## config.mk

```make
export PLATFORM = sky130hd
export DESIGN_NAME = seg7_reader_3bits
export DESIGN_NICKNAME = d
export VERILOG_FILES = /design/src/rtl/seg7_reader_3bits.sv
export SDC_FILE = /design/constraint.sdc
export NUM_CORES = 1
export LEC_CHECK = 0
export ABC_CLOCK_PERIOD_IN_PS = 3600
export CAP_MARGIN = 10
export CELL_PAD_IN_SITES_DETAIL_PLACEMENT = 1
export CELL_PAD_IN_SITES_GLOBAL_PLACEMENT = 1
export CORE_ASPECT_RATIO = 1.5
export CORE_MARGIN = 2
export CORE_UTILIZATION = 46
export CTS_CLUSTER_DIAMETER = 200
export CTS_CLUSTER_SIZE = 14
export DETAILED_ROUTE_END_ITERATION = 10
export PLACE_DENSITY_LB_ADDON = 0.1
export SLEW_MARGIN = 10
export SYNTH_ARGS = -nofsm -noshare
export SYNTH_HDL_FRONTEND = slang
export SYNTH_SLANG_ARGS = --single-unit
export TNS_END_PERCENT = 50
```

## constraint.sdc

```tcl
create_clock -name clk -period 3.6 [get_ports clk]
set_clock_uncertainty 0.05 [all_clocks]
set_input_delay 0.54 -clock clk [delete_from_list [all_inputs] [get_ports clk]]
set_output_delay 0.54 -clock clk [all_outputs]
set_load 0.02 [all_outputs]
```

## src/rtl/seg7_reader_3bits.sv

```systemverilog
// ---------------------------------------------------------------------------
// seg7_reader_3bits
//   Watches a 7-segment display bus and recovers the 3-bit digit (0-7) it
//   shows. The sampled lines are debounced by requiring STABLE_CYCLES
//   identical samples in a row. Each settled pattern is classified as a digit,
//   a blank display, or an error. The result is offered on a valid/ready
//   handshake. Accepted error results are counted, saturating at 255.
//
// Parameters
//   STABLE_CYCLES  : identical samples needed before a pattern counts as
//                    settled (1..255)
//   EMIT_ON_CHANGE : 1 = only emit when the settled pattern differs from the
//                    last accepted one; 0 = emit once per stability episode
//
// Ports
//   clk            : system clock, rising edge
//   rst_n          : synchronous active-low reset
//   seg_a..seg_g   : segment lines a (top) through g (middle)
//   seg_dp         : decimal point line
//   out_ready      : consumer accepts the presented result
//   out_valid      : a result is being presented
//   out_value      : decoded digit, 0 for blank/error
//   out_blank      : settled pattern was all-off
//   out_error      : settled pattern was neither a digit nor blank
//   out_err_count  : number of accepted error results, saturating at 255
// ---------------------------------------------------------------------------
module seg7_reader_3bits #(
  parameter int STABLE_CYCLES  = 4,
  parameter int EMIT_ON_CHANGE = 1
) (
  input  logic       clk,
  input  logic       rst_n,
  input  logic       seg_a,
  input  logic       seg_b,
  input  logic       seg_c,
  input  logic       seg_d,
  input  logic       seg_e,
  input  logic       seg_f,
  input  logic       seg_g,
  input  logic       seg_dp,
  input  logic       out_ready,
  output logic       out_valid,
  output logic [2:0] out_value,
  output logic       out_blank,
  output logic       out_error,
  output logic [7:0] out_err_count
);

  localparam logic [7:0] STABLE_LIMIT = 8'(STABLE_CYCLES);

  typedef enum logic {
    SETTLE = 1'b0,
    EMIT   = 1'b1
  } state_t;

  state_t     state;
  state_t     state_next;

  logic [7:0] sample;
  logic [7:0] cand;
  logic [7:0] cnt;
  logic [7:0] last_acc;
  logic [7:0] held_pat;
  logic       first;
  logic       episode_done;

  logic       settled;
  logic       emit_permitted;
  logic       do_emit;
  logic       do_accept;

  logic [2:0] dec_value;
  logic       dec_blank;
  logic       dec_error;

  // Bit order {dp,g,f,e,d,c,b,a} so the low seven bits read as the usual
  // segment encoding.
  assign sample  = {seg_dp, seg_g, seg_f, seg_e, seg_d, seg_c, seg_b, seg_a};
  assign settled = (cnt == STABLE_LIMIT);

  // Classify the current candidate pattern. A lit decimal point is never part
  // of a legal digit, so it forces an error regardless of the other lines.
  always_comb begin
    dec_value = 3'd0;
    dec_blank = 1'b0;
    dec_error = 1'b0;
    if (cand[7]) begin
      dec_error = 1'b1;
    end else begin
      case (cand[6:0])
        7'h3F:   dec_value = 3'd0;
        7'h06:   dec_value = 3'd1;
        7'h5B:   dec_value = 3'd2;
        7'h4F:   dec_value = 3'd3;
        7'h66:   dec_value = 3'd4;
        7'h6D:   dec_value = 3'd5;
        7'h7D:   dec_value = 3'd6;
        7'h07:   dec_value = 3'd7;
        7'h00:   dec_blank = 1'b1;
        default: dec_error = 1'b1;
      endcase
    end
  end

  // Next-state logic: emit from SETTLE when a permitted pattern has settled,
  // return to SETTLE on the accepting edge.
  always_comb begin
    state_next     = state;
    do_emit        = 1'b0;
    do_accept      = 1'b0;
    emit_permitted = 1'b0;
    if (EMIT_ON_CHANGE != 0) begin
      emit_permitted = first || (cand != last_acc);
    end else begin
      emit_permitted = !episode_done;
    end
    case (state)
      SETTLE: begin
        if (settled && emit_permitted) begin
          do_emit    = 1'b1;
          state_next = EMIT;
        end
      end
      EMIT: begin
        if (out_ready) begin
          do_accept  = 1'b1;
          state_next = SETTLE;
        end
      end
      default: state_next = SETTLE;
    endcase
  end

  // Sampler, held result and bookkeeping. The sampler runs in every state;
  // a pattern change clears episode_done even on the accepting edge, so a
  // change that coincides with acceptance starts a fresh episode.
  always_ff @(posedge clk) begin
    if (!rst_n) begin
      state         <= SETTLE;
      cand          <= 8'h00;
      cnt           <= 8'd0;
      first         <= 1'b1;
      episode_done  <= 1'b0;
      last_acc      <= 8'h00;
      held_pat      <= 8'h00;
      out_valid     <= 1'b0;
      out_value     <= 3'd0;
      out_blank     <= 1'b0;
      out_error     <= 1'b0;
      out_err_count <= 8'd0;
    end else begin
      state <= state_next;

      if (sample != cand) begin
        cand         <= sample;
        cnt          <= 8'd1;
        episode_done <= 1'b0;
      end else begin
        if (cnt < STABLE_LIMIT) begin
          cnt <= cnt + 8'd1;
        end
        if (do_accept) begin
          episode_done <= 1'b1;
        end
      end

      if (do_emit) begin
        out_valid <= 1'b1;
        out_value <= dec_value;
        out_blank <= dec_blank;
        out_error <= dec_error;
        held_pat  <= cand;
      end

      if (do_accept) begin
        out_valid <= 1'b0;
        last_acc  <= held_pat;
        first     <= 1'b0;
        if (out_error && (out_err_count != 8'hFF)) begin
          out_err_count <= out_err_count + 8'd1;
        end
      end
    end
  end

endmodule

```

# Yosys cells after proc, flatten, opt, wreduce, memory -nomap -nowiden
# Cells that the tools add are included.
# W data, S select, Z words.
dict set report word_totals {
  reg_bits 48
  latch_bits 0
  ram_bits 0
  romBits 0
  input_bits 11
  word_cells 52
  n_memories 0
}
dict set report classes {
  n_addsub 2
  mul 0
  div 0
  order_cmp 1
  n_eq_ne 12
  shifts 0
  n_mux 14
  bitwise_logic 2
  n_reduce_logical 9
}
# cell count
set ops {}
lappend ops {{$eq A7 B7 Y1 const B} 5}
lappend ops {{$pmux W3 S7} 1}
lappend ops {{$add A8 B1 Y8 const B} 2}
lappend ops {{$ne A8 B8 Y1} 2}
lappend ops {{$eq A7 B3 Y1 const B} 2}
lappend ops {{$mux W1} 11}
lappend ops {{$reduce_or A9 Y1} 1}
lappend ops {{$eq A8 B3 Y1 const B} 1}
lappend ops {{$lt A8 B3 Y1 const B} 1}
lappend ops {{$ne A8 B8 Y1 const B} 1}
lappend ops {{$eq A7 B6 Y1 const B} 1}
lappend ops {{$logic_not A7 Y1} 1}
lappend ops {{$reduce_or A2 Y1} 2}
lappend ops {{$mux W3} 1}
lappend ops {{$logic_and A1 B1 Y1} 2}
lappend ops {{$not A1 Y1} 2}
lappend ops {{$pmux W1 S2} 1}
lappend ops {{$reduce_and A2 Y1} 1}
lappend ops {{$reduce_bool A2 Y1} 1}
lappend ops {{$logic_or A1 B1 Y1} 1}

# Logic depth before layout (Yosys ltp)
dict set report depth {
  ltp_word 5
  mapped_depth 8
  depth_no_buf 6
}

# Least setup slack after synthesis
# OpenSTA, ideal clock, no wires.
dict set report synth_path {
  path_kind {reg-to-reg}
  from {register out_err_count[0]}
  to {register out_err_count[5]}
  arrival_time_ns 1.537
  t_required_ns 3.435
  path_slack_ns 1.899
  stages_incl_launch_ff 7
  path_buffers 0
  period_less_slack_ns 1.701
  path_cell_list {dfxtp_1 -> ha_1 -> nand3_1 -> o211ai_2 -> nor3_1 -> xor2_1 -> and2_1}
}
dict set report synth_via {
  elab_chain_len 3
  word_cells_on_any_way 4
}
# item line
set synth_rtl {}
lappend synth_rtl {{start, declared} 46} ;# output logic [7:0] out_err_count
lappend synth_rtl {{start signal, assigned} 180} ;# out_err_count <= out_err_count + 8'd1;
lappend synth_rtl {{parallel branches: the longest is 3 deep, another holds $add A8 B1 Y8} n/a}
# Parallel ways; which one is timed is not known.
# A chain may end at the register's enable or synchronous reset.

# Worst setup path after layout
dict set report layout_path {
  from {register cand[1]}
  to {register out_value[2]}
}
dict set report layout_via {
  elab_chain_len 5
  word_cells_on_any_way 14
}
# item line
set layout_rtl {}
lappend layout_rtl {{start, declared} 60} ;# logic [7:0] cand;
lappend layout_rtl {{start signal, assigned} 155} ;# cand <= sample;
lappend layout_rtl {{$ne A8 B8 Y1} 113} ;# emit_permitted = first || (cand != last_acc);
lappend layout_rtl {{$logic_or A1 B1 Y1} 113}
lappend layout_rtl {{$logic_and A1 B1 Y1} 119} ;# if (settled && emit_permitted) begin
lappend layout_rtl {{$mux W1} 119}
lappend layout_rtl {{$mux W1} 117} ;# case (state)
lappend layout_rtl {{end signal, assigned} 169} ;# out_value <= dec_value;
lappend layout_rtl {{end, declared} 43} ;# output logic [2:0] out_value,
# Several ways; a longest one is shown, not always the timed one.

==> qor.txt <==
status: finished clean
first-pass GRT wire length: 8.09 mm
CTS tree: built
nets: 274
post-route ant nets: 0
I/O Pins: 25
largest net degree at the start of global routing: 59
synth unique cells: 43
1st-iter DRT viols: 25
worst skew pair latency: 0.30 ns
PortBufs: 24
Arr. time, crit path: 2.35 ns
final hold vios: 0
Total Power: 0.994 mW
post-synthesis cell count: 246
register area: 961 sq um
clk buf depth: 2
H-tree depth: 2
buffers plus inverters on the worst setup path: 0
drt via density: 5.20
peak supply drop: 240 uV
slowest CP cell: dfxtp_1
Max Cap Viol: 0
worst slew pin tran: 0.557 ns
WS Path Type: flop to flop
ys async rst share: 0
Max Clock Freq: 0.452 GHz
row cnt: 31
RD Place Congestion: 0.760
Cell Area, Synth: 0.00230 sq mm
TritonCTS buffer count: 5
PwrDens: 387 mW/mm^2
die area: 0.00559 sq mm
Clock Sink Count: 48
RSZ-0062 raised after global routing: no
Ys Warns: 0
Final Slew Violations: 0
Util after Layout: 0.534
drt first pass iters: 3
number of gates resized after CTS: 0
area of the multi-input gates: 0.00115 sq mm
worst path cell trace: xor2_1 > nor3_1 > a31oi_1 > nor2b_4 > mux2_4
Setup Viol. Count Final: 0
#FFs+latches synth: 48
Post-CTS Setup Repair Bufs: 0
leakage power total: 0.983 nW
Critical path origin: cand[1]
drt wl/cell: 14.6 microns
grt total ovfl: 0
Rel. slew slack: 0.628
die height: 90.6 microns
Main synth FF type: dfxtp_1
final setup TNS: 0 ns
Die X: 61.7 microns
Reg clk slew, reported paths: 0.09 ns
CP Data Required Time: 3.74 ns
startpoint types: flop
post-route minimum period: 2.21 ns
area grow syn2layout: 11.7%
Vias: 1699
layout cell share with drive strength beyond 1: 0.0575
total global routing track utilization: 0.191
HP Start: first
Starting Density: 0.478
syn avg cell area: 9.34 sq um
Core ar.: 0.00481 sq mm
final wirelength: 4.77 mm
HP Class: flop to flop
number of enable flip-flop cells after synthesis: 0
DRC Markers: 0
fin crit share: 0.615
hold_buf cts: 0
slowest stage delay, CP: 0.64 ns
Root Buffer: clkbuf_8
post-synth net total: 260
initial antenna violation count: 0
Worst setup EP type: flop
number of global-route vias before repair: 1808
DP Wirelength: 3.30 mm
reg2reg start: cand[1]
largest fanout on the critical path: 14
post-synthesis sequential area ratio: 0.418
Fillers: 594
delay-heaviest family, CP: flip-flops
Antenna diodes: 0
synthesized netlist by cell type (3+ instances only):
| library cell | instances | share of area |
|---|---|---|
| clkbuf_1 | 3 | 0.0049 |
| nor3_1 | 9 | 0.020 |
| nand3_1 | 8 | 0.017 |
| nor2_1 | 7 | 0.011 |
| a21boi_0 | 11 | 0.036 |
| and3_1 | 5 | 0.014 |
| buf_6 | 8 | 0.039 |
| dfxtp_1 | 48 | 0.42 |
| xnor2_1 | 12 | 0.046 |
| o21ai_0 | 3 | 0.0065 |
| mux2i_1 | 14 | 0.061 |
| nand4_1 | 4 | 0.011 |
| inv_1 | 4 | 0.0065 |
| xor2_1 | 12 | 0.046 |
| nand2_1 | 43 | 0.070 |
| nor2b_1 | 4 | 0.011 |
| and2_1 | 16 | 0.044 |
| ha_1 | 3 | 0.016 |
power breakdown:
group	internal, mW	total, mW	switching, mW	leakage (nW)
Clock	0.206	0.383	0.176	0.0552
Sequential	0.536	0.552	0.0162	0.389
Combinational	0.0327	0.0595	0.0268	0.539
final timing paths:
kind	end	slack, ns	cells past startpoint
setup reg to reg	out_value[2]	1.39	5
hold reg to reg	first	0.40	2
setup / recovery	out_value[2]	1.39	5
hold / removal	first	0.40	2
layout by cell type (no fill, tap or decap), types with 2 or more instances in the layout:
cell	synthesis	layout
a21boi_0	11	11
a31oi_1	2	2
and2_1	16	16
and3_1	5	5
clkbuf_8	1	5
clkdlybuf4s50_1	0	24
dfxtp_1	48	48
ha_1	3	3
inv_1	4	4
mux2i_1	14	14
nand2_1	43	43
nand3_1	8	8
nand3b_1	2	2
nand4_1	4	4
nor2_1	7	7
nor2b_1	4	4
nor3_1	9	9
o211a_1	2	2
o21ai_0	3	3
o22ai_1	2	2
or3_1	2	2
xnor2_1	12	12
xor2_1	12	12
worst register-to-register path, stage by stage, from the launching register on:
cell and delay [ns]:
dfxtp_1 0.64, xor2_1 0.22, nor3_1 0.08, a31oi_1 0.23
nor2b_4 0.54, mux2_4 0.35
sequential cells by signal, summed over array words and instances (netlist names):
name	count
cand	8
cnt	8
held_pat	8
last_acc	8
out_err_count	8
out_value	3
first	1
out_blank	1
out_error	1
out_valid	1
state	1
metrics by stage:
stage / instance area, sq um / hold WS [ns] / cells / worst slack (ns)
final: 2570 / 0.405 / 327 / 1.39
after global routing: 2570 / 0.435 / 327 / 1.26
after CTS: 2570 / 0.412 / 327 / 1.40
after detailed placement: 2460 / 0.398 / 319 / 1.25
after global placement: 2460 / 0.387 / 319 / 1.30
after floorplan: 2300 / 0.373 / 246 / 1.90
cell type report:
class,instances,area share
Multi-Input combinational cell,176,0.449
Sequential cell,48,0.374
Timing Repair Buffer,25,0.0965
Tap cell,66,0.0322
Clock buffer,6,0.0283
Clock inverter,2,0.0136
Inverter,4,0.00585
kinds of logic after synthesis:
logic type / Yosys count / synth area share
xor+xnor: 24 / 0.0915
simple gates: 108 / 0.242
compound gates: 26 / 0.0844
flops: 48 / 0.418
mux: 15 / 0.0675
buf+inv: 22 / 0.0800
fa+ha+maj: 3 / 0.0163
routing by layer:
layer	routed length, microns	GRT usage
met5	0	0
met4	69	0.0638
met3	80	0.0301
met2	2670	0.348
met1	1950	0.212
No activity file was read; power rests on OpenSTA's default activity.
